--- config.mk ---
export PLATFORM = sky130hd
export DESIGN_NAME = ysyx_25060170_wbu_stage
export DESIGN_NICKNAME = d
export VERILOG_FILES = /design/src/rtl/ysyx_25060170_pkg.sv /design/src/rtl/ysyx_25060170_load_ext.sv /design/src/rtl/ysyx_25060170_wbu_stage.sv
export SDC_FILE = /design/constraint.sdc
export NUM_CORES = 1
export LEC_CHECK = 0
export BUFFER_PORTS_ARGS = -buffer_cell sky130_fd_sc_hd__buf_2
export CORE_MARGIN = 2
export CORE_UTILIZATION = 44
export DETAILED_ROUTE_END_ITERATION = 8
export HOLD_SLACK_MARGIN = 0.15
export PLACE_DENSITY_LB_ADDON = 0.15
export RECOVER_POWER = 25
export SYNTH_ARGS = -nofsm -noshare
export SYNTH_HDL_FRONTEND = slang
export SYNTH_SLANG_ARGS = --single-unit
--- constraint.sdc ---
create_clock -name clk -period 2.5 [get_ports clk]
set_input_delay 0 -clock clk [delete_from_list [all_inputs] [get_ports clk]]
set_output_delay 0 -clock clk [all_outputs]
set_load 0.005 [all_outputs]
--- src/rtl/ysyx_25060170_pkg.sv ---
// Shared types for the ysyx_25060170 writeback path.
// Writeback source select, load size and WBU state encodings.
package ysyx_25060170_pkg;

    typedef enum logic [1:0] {
        WB_EXU = 2'd0,
        WB_LSU = 2'd1,
        WB_PC4 = 2'd2,
        WB_CSR = 2'd3
    } wb_sel_e;

    typedef enum logic [1:0] {
        LD_B = 2'd0,
        LD_H = 2'd1,
        LD_W = 2'd2,
        LD_D = 2'd3
    } ld_size_e;

    typedef enum logic [1:0] {
        S_IDLE      = 2'd0,
        S_WAIT_LOAD = 2'd1,
        S_COMMIT    = 2'd2
    } wbu_state_e;

endpackage

--- src/rtl/ysyx_25060170_load_ext.sv ---
// Load lane select and sign/zero extension.
// Purely combinational; offset is aligned to the access size.
module ysyx_25060170_load_ext
    import ysyx_25060170_pkg::*;
#(
    parameter int XLEN = 32
) (
    input  logic [XLEN-1:0] i_raw,
    input  logic [2:0]      i_off,
    input  ld_size_e        i_size,
    input  logic            i_unsigned,
    output logic [XLEN-1:0] o_data
);

    localparam logic [2:0] OFF_MASK = 3'(XLEN / 8 - 1);

    logic [2:0]      w_off;
    logic [XLEN-1:0] w_sh;

    always_comb begin
        w_off = i_off & OFF_MASK;
        case (i_size)
            LD_B:    w_off = w_off;
            LD_H:    w_off = w_off & 3'b110;
            LD_W:    w_off = w_off & 3'b100;
            default: w_off = 3'b000;
        endcase
    end

    assign w_sh = i_raw >> {w_off, 3'b000};

    always_comb begin
        o_data = w_sh;
        case (i_size)
            LD_B: begin
                if (i_unsigned) o_data = XLEN'(w_sh[7:0]);
                else            o_data = XLEN'($signed(w_sh[7:0]));
            end
            LD_H: begin
                if (i_unsigned) o_data = XLEN'(w_sh[15:0]);
                else            o_data = XLEN'($signed(w_sh[15:0]));
            end
            LD_W: begin
                // With XLEN=32 both casts leave the word untouched
                if (i_unsigned) o_data = XLEN'(w_sh[31:0]);
                else            o_data = XLEN'($signed(w_sh[31:0]));
            end
            default: o_data = w_sh;
        endcase
    end

endmodule

--- src/rtl/ysyx_25060170_wbu_stage.sv ---
// Writeback stage: source select, load extension, registered RF port.
// Stalls upstream while a load response is outstanding.
module ysyx_25060170_wbu_stage
    import ysyx_25060170_pkg::*;
#(
    parameter int XLEN    = 32,
    parameter int RADDR_W = 5
) (
    input  logic               clk,
    input  logic               rst_n,
    input  logic               in_valid,
    output logic               in_ready,
    input  logic [XLEN-1:0]    in_pc,
    input  logic [RADDR_W-1:0] in_rd,
    input  logic               in_regw,
    input  logic [1:0]         in_sel,
    input  logic [XLEN-1:0]    in_exu_result,
    input  logic [XLEN-1:0]    in_csr_rdata,
    input  logic [1:0]         in_ld_size,
    input  logic               in_ld_unsigned,
    input  logic [2:0]         in_ld_off,
    input  logic               lsu_rvalid,
    input  logic [XLEN-1:0]    lsu_rdata,
    output logic               rf_we,
    output logic [RADDR_W-1:0] rf_waddr,
    output logic [XLEN-1:0]    rf_wdata,
    output logic               commit_valid,
    output logic [XLEN-1:0]    commit_pc,
    output logic               pend_valid,
    output logic [RADDR_W-1:0] pend_rd
);

    wbu_state_e         r_state;
    wbu_state_e         w_next;
    logic [XLEN-1:0]    r_pc;
    logic [XLEN-1:0]    r_val;
    logic [RADDR_W-1:0] r_rd;
    logic               r_regw;
    ld_size_e           r_ld_size;
    logic               r_ld_uns;
    logic [2:0]         r_ld_off;

    logic               w_wait;
    logic               w_commit;
    logic               w_accept;
    logic               w_is_load;
    logic [XLEN-1:0]    w_nl_val;
    logic [XLEN-1:0]    w_ld_val;

    assign w_wait    = (r_state == S_WAIT_LOAD);
    assign w_commit  = (r_state == S_COMMIT);
    assign in_ready  = !w_wait;
    assign w_accept  = in_valid && in_ready;
    assign w_is_load = (wb_sel_e'(in_sel) == WB_LSU);

    always_comb begin
        w_nl_val = in_exu_result;
        case (wb_sel_e'(in_sel))
            WB_PC4:  w_nl_val = in_pc + XLEN'(4);
            WB_CSR:  w_nl_val = in_csr_rdata;
            default: w_nl_val = in_exu_result;
        endcase
    end

    ysyx_25060170_load_ext #(
        .XLEN(XLEN)
    ) u_load_ext (
        .i_raw     (lsu_rdata),
        .i_off     (r_ld_off),
        .i_size    (r_ld_size),
        .i_unsigned(r_ld_uns),
        .o_data    (w_ld_val)
    );

    always_comb begin
        w_next = r_state;
        case (r_state)
            S_IDLE, S_COMMIT: begin
                if (w_accept) w_next = w_is_load ? S_WAIT_LOAD : S_COMMIT;
                else          w_next = S_IDLE;
            end
            S_WAIT_LOAD: begin
                if (lsu_rvalid) w_next = S_COMMIT;
            end
            default: w_next = S_IDLE;
        endcase
    end

    always_ff @(posedge clk or negedge rst_n) begin
        if (!rst_n) r_state <= S_IDLE;
        else        r_state <= w_next;
    end

    always_ff @(posedge clk or negedge rst_n) begin
        if (!rst_n) begin
            r_pc      <= '0;
            r_val     <= '0;
            r_rd      <= '0;
            r_regw    <= 1'b0;
            r_ld_size <= LD_B;
            r_ld_uns  <= 1'b0;
            r_ld_off  <= '0;
        end else if (w_accept) begin
            r_pc      <= in_pc;
            r_rd      <= in_rd;
            r_regw    <= in_regw;
            r_ld_size <= ld_size_e'(in_ld_size);
            r_ld_uns  <= in_ld_unsigned;
            r_ld_off  <= in_ld_off;
            if (!w_is_load) r_val <= w_nl_val;
        end else if (w_wait && lsu_rvalid) begin
            r_val <= w_ld_val;
        end
    end

    assign rf_we        = w_commit && r_regw && (r_rd != '0);
    assign rf_waddr     = r_rd;
    assign rf_wdata     = r_val;
    assign commit_valid = w_commit;
    assign commit_pc    = r_pc;
    assign pend_valid   = w_wait;
    assign pend_rd      = w_wait ? r_rd : '0;

endmodule

; Word-level counts from Yosys, hierarchy flattened
; Cells that the tools add are included.
[totals]
elab_cells = 42
out_inout_bits = 78
regBits = 77
[classes]
n_mux = 13
n_addsub = 1
eq_ne = 8
reduce_logical = 11
shifts = 1
[op_table]
columns = op, n
row1 = two-way mux 32 bit, 5
row2 = one-hot mux 32 bit (2 select lines), 2
row3 = adder 32 x 3 -> 32 bit (second input constant), 1
row4 = right shift 32 x 6 -> 32 bit, 1
row5 = one-hot mux 2 bit (2 select lines), 2
row6 = == test 2 x 1 -> 1 bit (second input constant), 3
row7 = == test 2 bit (second input constant), 3
row8 = two-way mux 2 bit, 3
row9 = two-way mux 5 bit, 1
row10 = nonzero test 5 bit, 1
row11 = logical AND 1 bit, 4
row12 = zero test 2 bit, 2
row13 = != test 2 bit (second input constant), 2
row14 = AND reduction 2 bit, 1
row15 = nonzero test 2 bit, 1
row16 = OR reduction 2 bit, 1
row17 = zero test 1 bit, 1

; Logic depth before layout (Yosys ltp)
[logic_depth]
depth_word = 7
mapped_depth = 8
ltp_nobuf = 6

; Modules after synthesis
; Synthesis repeated with hierarchy kept, for this count alone.
[unflattened]
hier_cells = 613
hier_area_um2 = 5084.9
[modules_own_cells]
columns = module, n_inst, area_each_um2, cells_per_inst, seq_area_each_um2
row1 = ysyx_25060170_wbu_stage, 1, 4361.7, 519, 1951.9
row2 = ysyx_25060170_load_ext, 1, 723.2, 94, 0.0

; Worst setup path after synthesis
; OpenSTA, ideal clock, no wires.
[synth_path]
kind = flip-flop to flip-flop
start = register r_state[0]
end = register r_val[18], in the netlist rf_wdata[18]
path_stages_with_launch = 9
setup_ps = 127
slack_ps = 600
arrival_ps = 1773
path_cell_list = dfrtp_1 > nand2b_1 > buf_2 > inv_8 > o31ai_2 > o21ai_0 > o31ai_4 > buf_4 > a31oi_1
[synth_via]
elab_chain_len = 5
elab_cells_between_ends = 8
classes_between = eq/ne (2) / mux (1) / reduce/logical (5)
[synth_rtl]
columns = element, line_no
row1 = from (decl), ysyx_25060170_wbu_stage.sv:33  ; wbu_state_e r_state;
row2 = from (signal assigned), ysyx_25060170_wbu_stage.sv:91  ; else r_state <= w_next;
row3 = == test 2 x 1 -> 1 bit *, ysyx_25060170_wbu_stage.sv:50  ; assign w_wait = (r_state == S_WAIT_LOAD);
row4 = zero test 1 bit *, ysyx_25060170_wbu_stage.sv:52  ; assign in_ready = !w_wait;
row5 = named net in_ready, ysyx_25060170_wbu_stage.sv:12  ; output logic in_ready,
row6 = logical AND 1 bit *, ysyx_25060170_wbu_stage.sv:53  ; assign w_accept = in_valid && in_ready;
row7 = != test 2 bit (no line) or nonzero test 2 bit (tied branches), n/a
row8 = AND reduction 2 bit (no line), n/a
row9 = to (signal assigned), ysyx_25060170_wbu_stage.sv:110  ; if (!w_is_load) r_val <= w_nl_val;
row10 = to (signal assigned), ysyx_25060170_wbu_stage.sv:112  ; r_val <= w_ld_val;
row11 = to (decl), ysyx_25060170_wbu_stage.sv:36  ; logic [XLEN-1:0] r_val;
; Mark *: on every way through the listed nets, which the timed path passes. The rest lies on a longest branch.
; A chain may end at the register's enable or synchronous reset.

; Worst setup path after layout
[layout_path]
start = register r_ld_size[0]
end = register r_val[8], in the netlist rf_wdata[8]
[layout_via]
elab_chain_len = 7
elab_cells_between_ends = 9
classes_between = eq/ne (1) / shift (1) / mux (6) / reduce/logical (1)
[layout_rtl]
columns = element, line_no
row1 = from (decl), ysyx_25060170_wbu_stage.sv:39  ; ld_size_e r_ld_size;
row2 = from (signal assigned), ysyx_25060170_wbu_stage.sv:107  ; r_ld_size <= ld_size_e'(in_ld_size);
row3 = == test 2 x 1 -> 1 bit or zero test 2 bit (tied branches), "ysyx_25060170_load_ext.sv:22, ysyx_25060170_load_ext.sv:34"
row4 = one-hot mux 2 bit (2 select lines), ysyx_25060170_load_ext.sv:22  ; case (i_size)
row5 = right shift 32 x 6 -> 32 bit, ysyx_25060170_load_ext.sv:30  ; assign w_sh = i_raw >> {w_off, 3'b000};
row6 = two-way mux 32 bit (on tied branches), "ysyx_25060170_load_ext.sv:40, ysyx_25060170_load_ext.sv:36"
row7 = one-hot mux 32 bit (2 select lines) *, ysyx_25060170_load_ext.sv:34  ; case (i_size)
row8 = two-way mux 32 bit *, ysyx_25060170_wbu_stage.sv:111  ; end else if (w_wait && lsu_rvalid) begin
row9 = two-way mux 32 bit *, ysyx_25060170_wbu_stage.sv:103  ; end else if (w_accept) begin
; Every way passes the cells marked *; elsewhere a longest branch is shown, timed or not. The select of a mux whose other input is x is not followed.

==> impl_metrics.env <==
export IMPL_diodes=0
export IMPL_synth_top_area_frac=0.392
export IMPL_setup_violations=0
export IMPL_route_detailed_drc=0
export IMPL_synthCells=594
export IMPL_synth_seq_area_share=0.392
export IMPL_synth_common_cells="nand2_1, dfrtp_1, nor2_1"
export IMPL_root_buffer="clkbuf_8"
export IMPL_switching_share=0.340
export IMPL_fmax_ghz=0.413
export IMPL_dp_hpwl_um=14000
export IMPL_p_int_uw=2590
export IMPL_synth_cell_type_count=65
export IMPL_startpoint_type="flop"
export IMPL_r2r_slack_ns=0.08
export IMPL_synth_area_leader_cell="dfrtp_1"
export IMPL_track_usage=0.315
export IMPL_viasPerCell=5.63
export IMPL_die_h_um=110
export IMPL_pin_count=224
export IMPL_finalHoldViolations=0
export IMPL_crit_required_ns=2.74
export IMPL_p_switching_uw=1330
export IMPL_port_buffers=222
export IMPL_cts_htree_levels=3
export IMPL_clk_path_buf_depth=2
export IMPL_antenna_found_initial=0
export IMPL_slew_viol_final=0
export IMPL_path_clk_slew_ns=0.08
export IMPL_total_power_uw=3920
export IMPL_p_comb_frac=0.329
export IMPL_p_clk_frac=0.260
export IMPL_cap_violations=0
export IMPL_post_cts_setup_buffers=0
export IMPL_fin_setup_tns_ns=0
export IMPL_grt_max_degree=78
export IMPL_synth_nets=741
export IMPL_ys_async_sr_fraction=1.00
export IMPL_wl_um=19100
export IMPL_cts_made_buffers=9
export IMPL_synth_edf_count=0
export IMPL_postRouteAntennaNets=0
export IMPL_clock_latency_ns=0.36
export IMPL_relSlewSlack=0.306
export IMPL_cts_tree="built"
export IMPL_synthTopCellsByArea="dfrtp_1, nand2_1, a31oi_1"
export IMPL_rsz0062_at_grt="no"
export IMPL_yosysWarningCount=0
export IMPL_row_count=38
export IMPL_wl_per_cell_um=18.3
export IMPL_leakage_uw=0.00337
export IMPL_drive_gt1_frac=0.270
export IMPL_ir_worst_vdd_uv=331
export IMPL_status="completed"
export IMPL_synth_most_common_cell="nand2_1"
export IMPL_chipWidth_um=110
export IMPL_crit_path_max_fanout=14
export IMPL_area_delta_synth_final_pct=49.0
export IMPL_core_mm2=0.0109
export IMPL_post_route_min_period_ns=2.42
export IMPL_path_class="reg -> reg"
export IMPL_first_pass_iters=5
export IMPL_place_area_mm2=0.00617
export IMPL_die_area_mm2=0.0120
export IMPL_seq_power_share=0.412
export IMPL_skew_ns=0.0128
export IMPL_fin_nets=1049
export IMPL_fillers=926
export IMPL_worst_slew_pin_slew_ns=1.04
export IMPL_hold_class="in -> reg"
export IMPL_drt_iter0_drc=458
export IMPL_synth_top_flop_cell="dfrtp_1"
export IMPL_min_period_over_period=0.969
export IMPL_num_vias=5891
export IMPL_grt_overflow_total=0
export IMPL_stdcell_area_mm2=0.00732
export IMPL_p_per_area_mw_per_mm2=536
export IMPL_place_congestion=0.913
export IMPL_grt_first_pass_wirelength_um=28800
export IMPL_cts_sinks=77
export IMPL_initial_core_util=0.451
export IMPL_worstSetupEndpointType="flop"
export IMPL_ys_ff_latch=77
export IMPL_grt_pass1_vias=5713
export IMPL_syn_avg_cell_area_um2=8.27
export IMPL_syn_cell_area_mm2=0.00491
export IMPL_crit_arrival_ns=2.66
[kinds of logic after synthesis]
kind of cell,share of synthesized area
compound gates,0.235
xor+xnor,0.0178
fa+ha+maj,0.00255
mux,0.0466
flops,0.392
simple gates,0.258
buf+inv,0.0476
[power by group through the flow]
stage | sequential, uW | clock [uW] | combinational (uW)
after floorplan | 1620 | 0 | 567
final | 1620 | 1020 | 1290
after global placement | 1620 | 0 | 1140
after CTS | 1600 | 1040 | 1300
after global routing | 1640 | 1080 | 1410
after detailed placement | 1630 | 0 | 1160
[sequential cells by signal, indices dropped and copies added, names as in the netlist]
register   count
commit_pc     32
r_ld_off       2
r_ld_size      2
r_ld_uns       1
r_regw         1
r_state        2
rf_waddr       5
rf_wdata      32
[per-layer routing]
metal	up-vias	part of all wire	global-route usage
li1	2765	-	-
met4	0	0.028	0.110
met1	2760	0.43	0.422
met2	309	0.47	0.523
met3	57	0.079	0.0415
met5	-	0	0
[stage by stage]
stage | std cells | hold slack, ns | setup WS (ns) | utilization
floorplan | 594 | -0.296 | 0.600 | -
global placement | 933 | 0.191 | 0.298 | 0.566
detailed placement | 933 | 0.197 | 0.254 | 0.566
CTS | 1047 | 0.150 | 0.0255 | 0.676
global route | 1047 | 0.178 | 0.0227 | 0.672
finish | 1047 | 0.155 | 0.0787 | 0.672
[area by class of cell]
cell class / count / area [um2] / share of cell area
repair buffers: 334 / 2150 / 0.294
flip-flops and latches: 77 / 1930 / 0.263
well taps: 140 / 175 / 0.0239
clock buffers: 11 / 151 / 0.0207
clock inverters: 5 / 57.6 / 0.00786
multi-input cells: 463 / 2780 / 0.380
inverters: 17 / 71.3 / 0.00974
[cells in the final DEF, fill, tap and decap left out, types with 3 or more instances in the layout]
master and count:
nor2_1 46, nor4_1 6, nor4_2 3, nand3b_1 3
nor3_1 16, mux4_2 7, o21ai_1 12, clkbuf_8 11
a22o_1 9, and2_1 7, buf_4 15, buf_2 185
a211oi_1 7, dfrtp_1 77, nand2_1 137, a22oi_1 21
nand4_1 5, o21a_1 7, a21oi_1 16, o211ai_1 6
o21ai_0 32, clkbuf_1 35, nand3_1 7, inv_1 15
mux2i_1 6, xnor2_1 5, xor2_1 5, dlygate4sd3_1 98
o31a_1 3, o31ai_1 3, nor2b_1 5, a31oi_1 33
or3_1 6, a221oi_1 6, nand2b_1 6
[path summary, 6_finish.rpt]
kind,from,to,cells past startpoint
worst max-delay path,r_ld_size[0]$_DFFE_PN0P_,rf_wdata[8]$_DFFE_PN0P_,6
worst min-delay path,in_csr_rdata[27],rf_wdata[27]$_DFFE_PN0P_,5
worst max register to register,r_ld_size[0]$_DFFE_PN0P_,rf_wdata[8]$_DFFE_PN0P_,6
worst min register to register,commit_pc[8]$_DFFE_PN0P_,commit_pc[8]$_DFFE_PN0P_,2
max in group asynchronous,rst_n,commit_pc[15]$_DFFE_PN0P_,2
min in group asynchronous,rst_n,rf_wdata[5]$_DFFE_PN0P_,2
[repair_timing]
item                                    in CTS  in global routing
endpoints found under the setup margin       0                 11
hold endpoints to repair                   154                  0
hold buffers                                98                  0
gates resized for setup                      0                  2
[worst max-delay path: stages (launching register included)]
cell and delay [ns]:
dfrtp_1 0.65, nor2b_1 0.14, o311ai_1 0.43, nor3_2 0.15
o32ai_1 0.33, a31oi_1 0.06, dlygate4sd3_1 0.56
(Power assumes the default switching activity.)
